$ cat src/rtl/mem_access_unit_if.sv
// rtl/mem_access_unit_if.sv - data bus bundle between the M-stage access unit and memory
interface mem_access_unit_if;
  logic        bus_req;
  logic        bus_we;
  logic [31:0] bus_addr;
  logic [3:0]  bus_be;
  logic [31:0] bus_wdata;
  logic [31:0] bus_rdata;
  logic        bus_ack;

  modport master (
    output bus_req, bus_we, bus_addr, bus_be, bus_wdata,
    input  bus_rdata, bus_ack
  );

  modport slave (
    input  bus_req, bus_we, bus_addr, bus_be, bus_wdata,
    output bus_rdata, bus_ack
  );
endinterface

$ cat src/rtl/mem_access_unit.sv
// rtl/mem_access_unit.sv - M-stage load/store to req/ack bus controller with load extension
// Optional misalignment trap enabled by defining MEM_ALIGN_CHK_EN.
module mem_access_unit #(
  parameter int TIMEOUT_CYC = 255
) (
  input  logic                      clk,
  input  logic                      reset,
  input  logic [3:0]                mem_op,
  input  logic [31:0]               M_ALUAns,
  input  logic [31:0]               M_WD,
  output logic                      stall,
  output logic [31:0]               M_DMRD,
  output logic                      bus_err,
  output logic                      align_exc,
  mem_access_unit_if.master         bus
);

  localparam logic [1:0] ST_IDLE = 2'd0;
  localparam logic [1:0] ST_REQ  = 2'd1;
  localparam logic [1:0] ST_DONE = 2'd2;

  localparam logic [3:0] OP_LW  = 4'd1;
  localparam logic [3:0] OP_LH  = 4'd2;
  localparam logic [3:0] OP_LHU = 4'd3;
  localparam logic [3:0] OP_LB  = 4'd4;
  localparam logic [3:0] OP_LBU = 4'd5;
  localparam logic [3:0] OP_SW  = 4'd6;
  localparam logic [3:0] OP_SH  = 4'd7;
  localparam logic [3:0] OP_SB  = 4'd8;

  localparam logic [15:0] WAIT_LAST = 16'(TIMEOUT_CYC - 1);

  logic [1:0]  state;
  logic [3:0]  op_q;
  logic [1:0]  lane_q;
  logic [15:0] wait_cnt;
  logic        align_q;

  logic        op_valid;
  logic        is_store;
  logic        load_q;
  logic        trap;
  logic [3:0]  be_next;
  logic [31:0] wdata_next;
  logic [31:0] load_val;
  logic [7:0]  byte_sel;
  logic [15:0] half_sel;

  assign op_valid  = (mem_op >= OP_LW) && (mem_op <= OP_SB);
  assign is_store  = (mem_op >= OP_SW) && (mem_op <= OP_SB);
  assign load_q    = (op_q >= OP_LW) && (op_q <= OP_LBU);
  assign stall     = op_valid && (state != ST_DONE);
  assign align_exc = align_q;

`ifdef MEM_ALIGN_CHK_EN
  assign trap = (((mem_op == OP_LW) || (mem_op == OP_SW)) && (M_ALUAns[1:0] != 2'b00)) ||
                (((mem_op == OP_LH) || (mem_op == OP_LHU) || (mem_op == OP_SH)) && M_ALUAns[0]);
`else
  assign trap = 1'b0;
`endif

  // Lane enables and replicated store data; sub-size address bits are don't-care here.
  always_comb begin
    be_next    = 4'b1111;
    wdata_next = M_WD;
    case (mem_op)
      OP_LH, OP_LHU, OP_SH: begin
        be_next    = M_ALUAns[1] ? 4'b1100 : 4'b0011;
        wdata_next = {2{M_WD[15:0]}};
      end
      OP_LB, OP_LBU, OP_SB: begin
        be_next    = 4'b0001 << M_ALUAns[1:0];
        wdata_next = {4{M_WD[7:0]}};
      end
      default: begin
        be_next    = 4'b1111;
        wdata_next = M_WD;
      end
    endcase
  end

  always_comb begin
    byte_sel = 8'h00;
    case (lane_q)
      2'd0:    byte_sel = bus.bus_rdata[7:0];
      2'd1:    byte_sel = bus.bus_rdata[15:8];
      2'd2:    byte_sel = bus.bus_rdata[23:16];
      default: byte_sel = bus.bus_rdata[31:24];
    endcase
    half_sel = lane_q[1] ? bus.bus_rdata[31:16] : bus.bus_rdata[15:0];
    load_val = bus.bus_rdata;
    case (op_q)
      OP_LH:   load_val = {{16{half_sel[15]}}, half_sel};
      OP_LHU:  load_val = {16'h0000, half_sel};
      OP_LB:   load_val = {{24{byte_sel[7]}}, byte_sel};
      OP_LBU:  load_val = {24'h000000, byte_sel};
      default: load_val = bus.bus_rdata;
    endcase
  end

  always_ff @(posedge clk) begin
    if (reset) begin
      state         <= ST_IDLE;
      op_q          <= 4'd0;
      lane_q        <= 2'd0;
      wait_cnt      <= 16'd0;
      align_q       <= 1'b0;
      bus_err       <= 1'b0;
      M_DMRD        <= 32'd0;
      bus.bus_req   <= 1'b0;
      bus.bus_we    <= 1'b0;
      bus.bus_addr  <= 32'd0;
      bus.bus_be    <= 4'd0;
      bus.bus_wdata <= 32'd0;
    end else begin
      bus_err <= 1'b0;
      align_q <= 1'b0;
      case (state)
        ST_IDLE: begin
          if (op_valid) begin
            op_q   <= mem_op;
            lane_q <= M_ALUAns[1:0];
            if (trap) begin
              align_q <= 1'b1;
              state   <= ST_DONE;
            end else begin
              bus.bus_req   <= 1'b1;
              bus.bus_we    <= is_store;
              bus.bus_addr  <= {M_ALUAns[31:2], 2'b00};
              bus.bus_be    <= be_next;
              bus.bus_wdata <= wdata_next;
              wait_cnt      <= 16'd0;
              state         <= ST_REQ;
            end
          end
        end
        ST_REQ: begin
          // An ack in the final wait cycle still completes normally.
          if (bus.bus_ack) begin
            bus.bus_req <= 1'b0;
            if (load_q) M_DMRD <= load_val;
            state <= ST_DONE;
          end else if (wait_cnt == WAIT_LAST) begin
            bus.bus_req <= 1'b0;
            bus_err     <= 1'b1;
            if (load_q) M_DMRD <= 32'd0;
            state <= ST_DONE;
          end else begin
            wait_cnt <= wait_cnt + 16'd1;
          end
        end
        ST_DONE: state <= ST_IDLE;
        default: state <= ST_IDLE;
      endcase
    end
  end

endmodule

$ cat src/flat_wrapper.sv
// flat-port wrapper written by rule: the top's interface ports become plain ports
module mem_access_unit_flat 
#(
  parameter int TIMEOUT_CYC = 255
)
  (clk, reset, mem_op, M_ALUAns, M_WD, stall, M_DMRD, bus_err, align_exc, bus_bus_req, bus_bus_we, bus_bus_addr, bus_bus_be, bus_bus_wdata, bus_bus_rdata, bus_bus_ack);
  mem_access_unit_if bus_i ();
  input  logic clk;
  input  logic reset;
  input  logic [3:0] mem_op;
  input  logic [31:0] M_ALUAns;
  input  logic [31:0] M_WD;
  output logic stall;
  output logic [31:0] M_DMRD;
  output logic bus_err;
  output logic align_exc;
  output wire logic [$bits(bus_i.bus_req)-1:0] bus_bus_req;
  output wire logic [$bits(bus_i.bus_we)-1:0] bus_bus_we;
  output wire logic [$bits(bus_i.bus_addr)-1:0] bus_bus_addr;
  output wire logic [$bits(bus_i.bus_be)-1:0] bus_bus_be;
  output wire logic [$bits(bus_i.bus_wdata)-1:0] bus_bus_wdata;
  input wire logic [$bits(bus_i.bus_rdata)-1:0] bus_bus_rdata;
  input wire logic [$bits(bus_i.bus_ack)-1:0] bus_bus_ack;
  assign bus_bus_req = bus_i.bus_req;
  assign bus_bus_we = bus_i.bus_we;
  assign bus_bus_addr = bus_i.bus_addr;
  assign bus_bus_be = bus_i.bus_be;
  assign bus_bus_wdata = bus_i.bus_wdata;
  assign bus_i.bus_rdata = bus_bus_rdata;
  assign bus_i.bus_ack = bus_bus_ack;
  mem_access_unit #(.TIMEOUT_CYC(TIMEOUT_CYC)) u_core (.clk(clk), .reset(reset), .mem_op(mem_op), .M_ALUAns(M_ALUAns), .M_WD(M_WD), .stall(stall), .M_DMRD(M_DMRD), .bus_err(bus_err), .align_exc(align_exc), .bus(bus_i));
endmodule
$ cat config.mk
export PLATFORM = sky130hd
export DESIGN_NAME = mem_access_unit_flat
export DESIGN_NICKNAME = d
export VERILOG_FILES = /design/src/rtl/mem_access_unit_if.sv /design/src/rtl/mem_access_unit.sv /design/src/flat_wrapper.sv
export SDC_FILE = /design/constraint.sdc
export NUM_CORES = 1
export LEC_CHECK = 0
export BUFFER_PORTS_ARGS = -buffer_cell sky130_fd_sc_hd__buf_2
export CORE_ASPECT_RATIO = 1.25
export CORE_UTILIZATION = 53
export CTS_CLUSTER_DIAMETER = 150
export CTS_CLUSTER_SIZE = 12
export DETAILED_ROUTE_END_ITERATION = 7
export GPL_ROUTABILITY_DRIVEN = 1
export GPL_TIMING_DRIVEN = 0
export PLACE_DENSITY = 0.89
export SLEW_MARGIN = 20
export SYNTH_ARGS = -nofsm -noshare
export SYNTH_HDL_FRONTEND = slang
export SYNTH_SLANG_ARGS = --single-unit
export TNS_END_PERCENT = 10
$ cat constraint.sdc
create_clock -name clk -period 6.1 [get_ports clk]
set_input_delay 1.22 -clock clk [delete_from_list [all_inputs] [get_ports clk]]
set_output_delay 1.22 -clock clk [all_outputs]
set_load 0.005 [all_outputs]
==> metrics.md <==
| Metric | Value |
|---|---|
| WP data required | 4.88 ns |
| Final WS setup | 2.64 ns |
| Num Clock Sinks | 125 |
| Synth cell types | 59 |
| Final Total Pwr | about 2.2 mW |
| Top Ports | 208 |
| Die height | 116 um |
| Violated checks | design-rule violations |
| CTS H-tree depth | 4 |
| Num CTS Buffers | 17 |
| Critical path type | input pin to primary output |
| Worst-Skew Late Latency | 0.41 ns |
| Post-Synth Adder-Cell Area | 0.00458 |
| Synth Area in XOR/XNOR | 0.00961 |
| # DRC | 1 |
| Worst slack at placement | 2.64 ns |
| Largest net degree at the start of global routing | 17 |
| Number of synthesis warnings | 0 |
| Layout cells sized above 1 | 0.309 |
| Most used DFF post-synth | dfxtp_1 |
| Synth Area in Simple Gates | 0.188 |
| DP Area | 6650 um^2 |
| # Max-Cap Violations | 0 |
| Max-slew violation count | 0 |
| Mux contribution to synthesized area | 0.0641 |
| Static leakage | 3.20 nW |
| Starting Density | 0.544 |
| Minimum clock period | 3.46 ns |
| Port buffer count | 202 |
| Worst Setup Start Kind | input pin |
| WL/cell | 16.1 um |
| Slowest CP cell | or4_4 |
| CP max stage delay | 0.53 ns |
| DR pass1 iterations | 8 |
| Finished Cell Area | 7240 um^2 |
| Mapped Cells | 626 |
| RSZ-0062 raised after global routing | no |
| Initial detailed-routing violation count | roughly 330 |
| Clock slew at reported path FFs | 0.05 ns |
| Tcrit/Tclk final | 0.567 |
| Post-synth ARST share | 0 |
| CP endpoint kind | primary output |
| Most common cell on crit path | buf_2 |
| Clock tree buffer depth | 2 |
| Setup TNS | 0 ns |
| Syn avg cell area | 8.73 um^2 |
| Antenna cells | 0 |
| Sequential share of the synthesized area | 0.458 |
| Final WL | roughly 16000 um |
| Rel. slew slack | 0.553 |
| Most frequent cells in the layout | buf_2 (213), dfxtp_1 (125), nand2_1 (105) |
| EDFF count, synth | 0 |
| Vias | between 5k and 6k |
| Main combinational cell family by area after synthesis | compound AO/OA/AOI/OAI gates |
| GP Congestion | a little under 0.9 |
| Sequential cell area | 2500 um^2 |
| Slew at the pin with the worst max-slew slack | 0.671 ns |
| Avg Vias per Cell | around 5.7 |
| Hold buffers post-CTS | 0 |
| Number of global-route vias before repair | 5363 |
| Routed Antenna Nets | 0 |
| Worst EP arrival | 2.24 ns |
| CP delay by family, top | simple AND/OR/NAND/NOR gates |
| Die area | between 10000 and 15000 um^2 |
| Pwr dens | 309 nW/um^2 |
| Status | finished, violations left |
| # fillers | 800 |
| Fin util | 0.720 |
| Postcts setup bufs | 0 |
| CTS tree | built |
| Initial antenna violation count | 0 |
| First-pass GRT wire length | 25100 um |
| Grt total ovfl | 0 |
| Post-CTS sizing | 0 |
| Maximum vdd drop | 0.258 mV |
| Clk root buf | clkbuf_16 |
| Worst Path Buf+Inv | 2 |
| Worst clock skew | 0.00948 ns |
| Commonest non-fill, non-tap cell in the layout | buf_2 |
| Hold crit path type | flip-flop to flip-flop |
| Setup Viol. Count Final | 0 |
| Core area | a little over 10000 um^2 |
| GRT Total Usage | 0.298 |
| Row count | a little over 40 |
| Critical Path Fanout Max | 7 |
| Max Fclk | 289 MHz |
| Mapped Area | 5470 um^2 |
| Synth Register Bits | 125 |
| Fin. Hold Viols | 0 |
| Synth-to-layout area growth | 32.4% |
| Area of the multi-input gates | 2720 um^2 |
| Die width | 92.8 um |
| Crit path cell chain | buf_2, or4_4, and3_1, buf_2 |
| Synth Area in Compound Gates | 0.228 |
| Detailed Place HPWL | 11500 um |
| # nets final | 954 |
path summary, 6_finish.rpt:
path                                  startpoint                             endpoint  slack [ns]  depth (start not counted)
min          u_core.bus.bus_addr[6]$_SDFFE_PP0P_  u_core.bus.bus_addr[6]$_SDFFE_PP0P_        0.45                          2
min reg2reg  u_core.bus.bus_addr[6]$_SDFFE_PP0P_  u_core.bus.bus_addr[6]$_SDFFE_PP0P_        0.45                          2
max reg2reg      u_core.wait_cnt[0]$_SDFFE_PP0P_       u_core.M_DMRD[31]$_SDFFE_PP0P_        3.61                          8
max                                    mem_op[0]                                stall        2.64                          4
layer usage:
metal	vias to the layer above	GRT usage	routed length [um]
met5	-	0	0
met4	0	0.189	850
met3	71	0.0774	1270
met2	310	0.486	7620
met1	2581	0.349	6170
li1	2704	-	-
flip-flops by register name, summed over array words and instances, names as in the netlist:
name / cells
u_core.bus.bus_be: 4
u_core.bus_err: 1
u_core.bus.bus_we: 1
u_core.wait_cnt: 16
u_core.bus.bus_addr: 30
u_core.op_q: 4
u_core.M_DMRD: 32
u_core.bus.bus_wdata: 32
u_core.bus.bus_req: 1
u_core.state: 2
u_core.lane_q: 2
worst min-delay path, stage by stage (launching register included):
cell and delay (ns):
dfxtp_1 0.30, nand2_1 0.05, a21oi_1 0.05
stage by stage:
| stage | hold slack, ns | cells |
|---|---|---|
| 2_1_floorplan | 0.453 | 628 |
| 3_3_place_gp | 0.438 | 959 |
| 3_5_place_dp | 0.442 | 959 |
| 4_1_cts | 0.451 | 991 |
| 5_1_grt | 0.468 | 991 |
| 6_report | 0.448 | 991 |
power breakdown:
| group | internal [mW] | switching, mW | total (mW) |
|---|---|---|---|
| Combinational | 0.142 | 0.196 | 0.338 |
| Sequential | 0.868 | 0.0275 | 0.895 |
| Clock | 0.649 | 0.353 | 1.00 |
area by class of cell:
type,instances,area share
flip-flops and latches,125,0.346
plain buffers,50,0.0330
inverters,4,0.00207
multi-input cells,449,0.375
repair buffers,202,0.140
clock inverters,12,0.0201
clock buffers,20,0.0617
well taps,129,0.0223
logic make-up (layout without fill, tap and decap cells):
| family | Yosys count | in the layout |
|---|---|---|
| muxes | 25 | 25 |
| AOI/OAI and AO/OA | 180 | 180 |
| buffers and inverters | 54 | 288 |
| adders and majority gates | 2 | 2 |
| and+or+nand+nor | 233 | 233 |
| other | 1 | 3 |
| xor gates and xnor gates | 6 | 6 |
| DFF | 125 | 125 |
Yosys cell counts (8+ instances only):
cell       number  share of area
dfxtp_1       125           0.46
nand2_1       105          0.072
nor2_1         71          0.049
a21oi_1        64          0.059
clkbuf_1       31          0.021
o2bb2ai_1      30          0.048
a211oi_1       27          0.037
mux2i_1        17          0.031
buf_2          11          0.010
nand3_1        10         0.0092
mux4_2          8          0.033
o21ai_0         8         0.0073
o22ai_1         8         0.0092
(Power assumes the default switching activity.)
